[src/rtl/dcache_wb.sv]
// Direct-mapped, write-back, write-allocate data cache with a line-wide memory port.
// Load hits return combinationally; a miss holds dhit low until the line has been refilled.
module dcache_wb #(
  parameter int INDEX_BITS = 4
) (
  input  logic         clk,
  input  logic         reset,
  input  logic         cpu_rd,
  input  logic         cpu_wr,
  input  logic         cpu_byte,
  input  logic [31:0]  cpu_addr,
  input  logic [31:0]  cpu_wdata,
  output logic [31:0]  cpu_rdata,
  output logic         dhit,
  output logic         mem_req,
  output logic         mem_we,
  output logic [31:0]  mem_addr,
  output logic [127:0] mem_wdata,
  input  logic [127:0] mem_rdata,
  input  logic         mem_ready
);

  localparam int LINES    = 1 << INDEX_BITS;
  localparam int TAG_BITS = 28 - INDEX_BITS;

  typedef enum logic [1:0] {IDLE, WRITEBACK, ALLOCATE} state_t;

  state_t               stateReg;
  logic [LINES-1:0]     validReg;
  logic [LINES-1:0]     dirtyReg;
  logic [TAG_BITS-1:0]  tagMem  [LINES];
  logic [127:0]         dataMem [LINES];

  logic [INDEX_BITS-1:0] index;
  logic [TAG_BITS-1:0]   cpuTag;
  logic [1:0]            wordSel;
  logic [1:0]            laneSel;
  logic [127:0]          lineData;
  logic [TAG_BITS-1:0]   lineTag;
  logic                  hit;
  logic                  req;
  logic                  idle;
  logic [31:0]           oldWord;
  logic [31:0]           newWord;
  logic [127:0]          newLine;

  assign index    = cpu_addr[INDEX_BITS+3:4];
  assign cpuTag   = cpu_addr[31:INDEX_BITS+4];
  assign wordSel  = cpu_addr[3:2];
  assign laneSel  = cpu_addr[1:0];
  assign lineData = dataMem[index];
  assign lineTag  = tagMem[index];
  assign hit      = validReg[index] && (lineTag == cpuTag);
  assign req      = cpu_rd | cpu_wr;
  assign idle     = (stateReg == IDLE);
  assign oldWord  = lineData[{wordSel, 5'b00000} +: 32];

  // Big-endian lanes: lane 0 is the top byte, so the bit offset is (3 - lane) * 8.
  always_comb begin
    newWord = cpu_wdata;
    if (cpu_byte) begin
      newWord = oldWord;
      newWord[{~laneSel, 3'b000} +: 8] = cpu_wdata[7:0];
    end
    newLine = lineData;
    newLine[{wordSel, 5'b00000} +: 32] = newWord;
  end

  assign dhit      = idle && (!req || hit);
  assign cpu_rdata = (idle && cpu_rd && hit) ? oldWord : 32'd0;

  always_ff @(posedge clk) begin
    if (!reset) begin
      stateReg  <= IDLE;
      validReg  <= '0;
      dirtyReg  <= '0;
      mem_req   <= 1'b0;
      mem_we    <= 1'b0;
      mem_addr  <= '0;
      mem_wdata <= '0;
    end else begin
      case (stateReg)
        IDLE: begin
          if (req) begin
            if (hit) begin
              if (cpu_wr) begin
                dataMem[index]  <= newLine;
                dirtyReg[index] <= 1'b1;
              end
            end else if (validReg[index] && dirtyReg[index]) begin
              stateReg  <= WRITEBACK;
              mem_req   <= 1'b1;
              mem_we    <= 1'b1;
              mem_addr  <= {lineTag, index, 4'b0000};
              mem_wdata <= lineData;
            end else begin
              stateReg  <= ALLOCATE;
              mem_req   <= 1'b1;
              mem_we    <= 1'b0;
              mem_addr  <= {cpuTag, index, 4'b0000};
            end
          end
        end
        WRITEBACK: begin
          // mem_req stays high; the fetch follows the write-back directly.
          if (mem_ready) begin
            stateReg  <= ALLOCATE;
            mem_we    <= 1'b0;
            mem_addr  <= {cpuTag, index, 4'b0000};
            mem_wdata <= '0;
          end
        end
        ALLOCATE: begin
          if (mem_ready) begin
            dataMem[index]  <= mem_rdata;
            tagMem[index]   <= cpuTag;
            validReg[index] <= 1'b1;
            dirtyReg[index] <= 1'b0;
            stateReg        <= IDLE;
            mem_req         <= 1'b0;
            mem_addr        <= '0;
          end
        end
        default: stateReg <= IDLE;
      endcase
    end
  end

endmodule

[config.mk]
export PLATFORM = sky130hd
export DESIGN_NAME = dcache_wb
export DESIGN_NICKNAME = d
export VERILOG_FILES = /design/src/rtl/dcache_wb.sv
export SDC_FILE = /design/constraint.sdc
export NUM_CORES = 2
export LEC_CHECK = 0
export ABC_CLOCK_PERIOD_IN_PS = 14400
export CAP_MARGIN = 25
export CORE_MARGIN = 2
export CORE_UTILIZATION = 45
export DETAILED_ROUTE_END_ITERATION = 10
export SLEW_MARGIN = 40
export SYNTH_ARGS = -nofsm -noshare
export SYNTH_HDL_FRONTEND = slang
export SYNTH_SLANG_ARGS = --single-unit
[constraint.sdc]
create_clock -name clk -period 14.4 [get_ports clk]
set_input_delay 2.88 -clock clk [delete_from_list [all_inputs] [get_ports clk]]
set_output_delay 2.88 -clock clk [all_outputs]
set_load 0.05 [all_outputs]
==> run_results.csv <==
group,metric,value,unit
floorplan,die_area,237000,sq um
detailed_routing,wirelength,319000,microns
synth,synth_top_area_cell,"edfxtp_1",
critical_path,end_kind,"output pin",
floorplan,core-area,232000,sq um
flow_run,max_cap_viol_count,0,
timing,finalCritPeriodShare,74.2,%
clock_tree,cts.repair.resized,0,
timing,slew_viol_final,0,
floorplan,die_h,487,microns
detailed_routing,drc,0,
cells_and_area,drive_gt1_share,24.0,%
detailed_routing,drtIter0Drc,6692,
synth,syn_area,105000,sq um
critical_path,cpMaxStageDelayCell,"clkdlybuf4s50_1",
global_route,overflow,0,
cells_and_area,finalCoreUtilization,52.5,%
synth,ys_warn_count,0,
floorplan,start_util,45.2,%
synth,synth_top_area_share,69.5,%
critical_path,cp-startpoint,"cpu_addr[4]",
timing,slew_headroom,37.4,%
global_route,grt_util_all_layers,26.7,%
global_route,grt_max_degree,130,
clock_tree,ctsHoldBuffers,0,
timing,fin_setup_tns,0,ns
floorplan,die_x,487,microns
critical_path,rr_endpoint,"dataMem[12][81]",
detailed_routing,ant_nets,0,
clock_tree,tritoncts,"built",
synth,async_reset_ff_share,0,%
power,finalPower,17.0,mW
clock_tree,cts_htree_levels,5,
critical_path,critical_path.top_delay_family,"buffers and inverters",
critical_path,path_class,"in -> out",
synth,yosys-top-cells-area,"edfxtp_1 (70%), mux4_2 (16%), dfxtp_1 (3.7%)",
timing,finalCriticalPeriod,10.68,ns
synth,synth.mux.area_fraction,18.2,%
synth,synth_flop_cell,"edfxtp_1",
critical_path,path_cells,"buf_8 -> buf_12 -> buf_16 -> mux4_2 -> mux2i_1 -> xor2_1 -> nand2_1 -> o31ai_1 -> o2111ai_1 -> nor4_4 -> buf_4 -> and3_1 -> clkdlybuf4s50_1",
cells_and_area,final_nets,5835,
placed_design,placed_cell_area,113000,sq um
clock_tree,clk_latency,0.96,ns
global_route,antenna_found_initial,15,
worst_hold_path,hp-start,"validReg[2]",
synth,synth_xor_area_share,0.225,%
floorplan,rows,177,
worst_hold_path,holdPathEnd,"validReg[2]",
power,p_leak,39.4,nW
placed_design,io_buffers,388,
timing,clock-skew-final,0.109,ns
clock_tree,post-cts-setup-buffer-count,0,
cells_and_area,fillers,17942,
detailed_routing,vias_per_cell,6.33,
critical_path,worst-path-buf-inv,5,
status,run_status,"finished, final reports clean",
timing,setup_viol,0,
synth,synth.distinct_cells,67,
timing,fmax,93.6,MHz
critical_path,rr_startpoint,"tagMem[11][11]",
critical_path,rrSetupSlack,8.53,ns
clock_tree,cts.sinks,2624,
critical_path,cp_max_fo,65,
clock_tree,clkTransAtPathRegs,0.06,ns
placed_design,dp_hpwl,184000,microns
detailed_routing,drt-pass1-iter-count,6,
clock_tree,clockBufferDepth,4,
critical_path,critPathArrivalTime,7.80,ns
synth,synth_compound_area_share,4.11,%
timing,hold_violations,0,
clock_tree,clk_root_buffer_cell,"clkbuf_16",
clock_tree,numCtsBuffers,290,
worst_hold_path,whs_path_depth,1,
placed_design,gp_congestion,0.888,
critical_path,slowest_delay,0.81,ns
synth,synth-simple-area-share,2.10,%
timing,rsz0062_at_grt,"no",
floorplan,ioPinCount,393,
synth,syn_inst,5158,
synth,ys_seq_area_share,73.2,%
synth,synth_common_cells,"edfxtp_1 (2432), mux4_2 (755), nand2_1 (257)",
synth,yosysMostFrequentCell,"edfxtp_1",
global_route,grt_pass1_wl,443000,microns
critical_path,rr_worst_depth,12,
power,power_density,140,nW/um^2
power,worst_ir_drop_vdd,0.0945,mV
timing,tightestPinTransition,0.939,ns
critical_path,crit_path_start_kind,"input pin",
detailed_routing,vias,56303,
synth,synthAdderAreaFrac,0.155,%
cells_and_area,area_growth,16.2,%
critical_path,worstPathRequired,11.52,ns
synth,syn_area_per_cell,20.4,sq um
global_route,grt_pass1_vias,56133,
cells_and_area,fin_area,122000,sq um
synth,synth_edf_count,2432,
detailed_routing,wire_per_inst,35.8,microns
timing,hold_slack,0.445,ns
worst_hold_path,hold_class,"reg -> reg",
synth,synth_top_family_by_area,"multiplexers",
synth,yosys_register_bits,2624,
worst max-delay path by stage:
| stage | end | slack, ns | depth (start not counted) |
|---|---|---|---|
| after floorplan | dataMem[10][0] | 5.33 | 14 |
| after global placement | dhit | 3.41 | 14 |
| after detailed placement | cpu_rdata[28] | 3.45 | 12 |
| after CTS | cpu_rdata[28] | 3.46 | 12 |
| after global routing | dhit | 3.48 | 15 |
| final | cpu_rdata[23] | 3.72 | 13 |
metrics by stage:
step,worst slack (ns),instances
2_1_floorplan,5.33,5161
3_3_place_gp,3.41,8355
3_5_place_dp,3.45,8369
4_1_cts,3.46,8874
5_1_grt,3.48,8886
6_report,3.72,8891
kinds of logic after synthesis:
kind of cell / count (synthesis)
muxes: 961
other: 1
buffers and inverters: 475
adders and majority gates: 13
AOI/OAI and AO/OA: 562
xor gates and xnor gates: 27
DFF: 2624
and+or+nand+nor: 495
layout by cell type (no fill, tap or decap), types with 15 or more instances in the layout:
master,count
a21o_1,20
a21oi_1,73
a21oi_2,37
a22oi_1,28
a32o_1,84
and3_1,39
buf_12,30
buf_4,69
buf_6,19
bufinv_16,16
clkbuf_1,74
clkbuf_16,299
clkbuf_8,15
clkdlybuf4s50_1,373
clkinv_1,45
clkinv_2,52
dfxtp_1,192
edfxtp_1,2432
inv_1,121
mux2i_1,206
mux4_2,755
nand2_1,256
nand3_1,16
nor2_1,101
o21a_1,101
o21ai_0,41
o221ai_1,102
xnor2_1,16
layout make-up:
cell class	count	area (sq um)	share of cell area, %
Sequential cell	2624	76900	63.0
Multi-Input combinational cell	2062	26300	21.6
Clock buffer	388	7970	6.53
Timing Repair Buffer	518	5530	4.54
Tap cell	3043	3810	3.12
Clock inverter	117	995	0.815
Inverter	128	489	0.401
Antenna cell	11	27.5	0.0226
where the power goes:
part	total (mW)	internal, mW	switching, mW
combinational	1.39	0.462	0.924
sequential	8.56	8.54	0.0227
clock	7.09	4.16	2.93
registers in the layout (all words and copies together), names as in the netlist, named ones only:
| register | count |
|---|---|
| stateReg | 2 |
| validReg | 16 |
| mem_req | 1 |
| mem_we | 1 |
| tagMem | 384 |
| mem_wdata | 128 |
| dataMem | 2048 |
| mem_addr | 28 |
routing by layer:
layer	GRT usage, %	up-vias	wire (microns)
li1	-	22454	-
met1	37.3	30466	127000
met2	41.8	2857	151000
met3	4.64	520	25900
met4	11.2	6	14600
met5	0	-	44
Power figures use the tool's default switching activity.
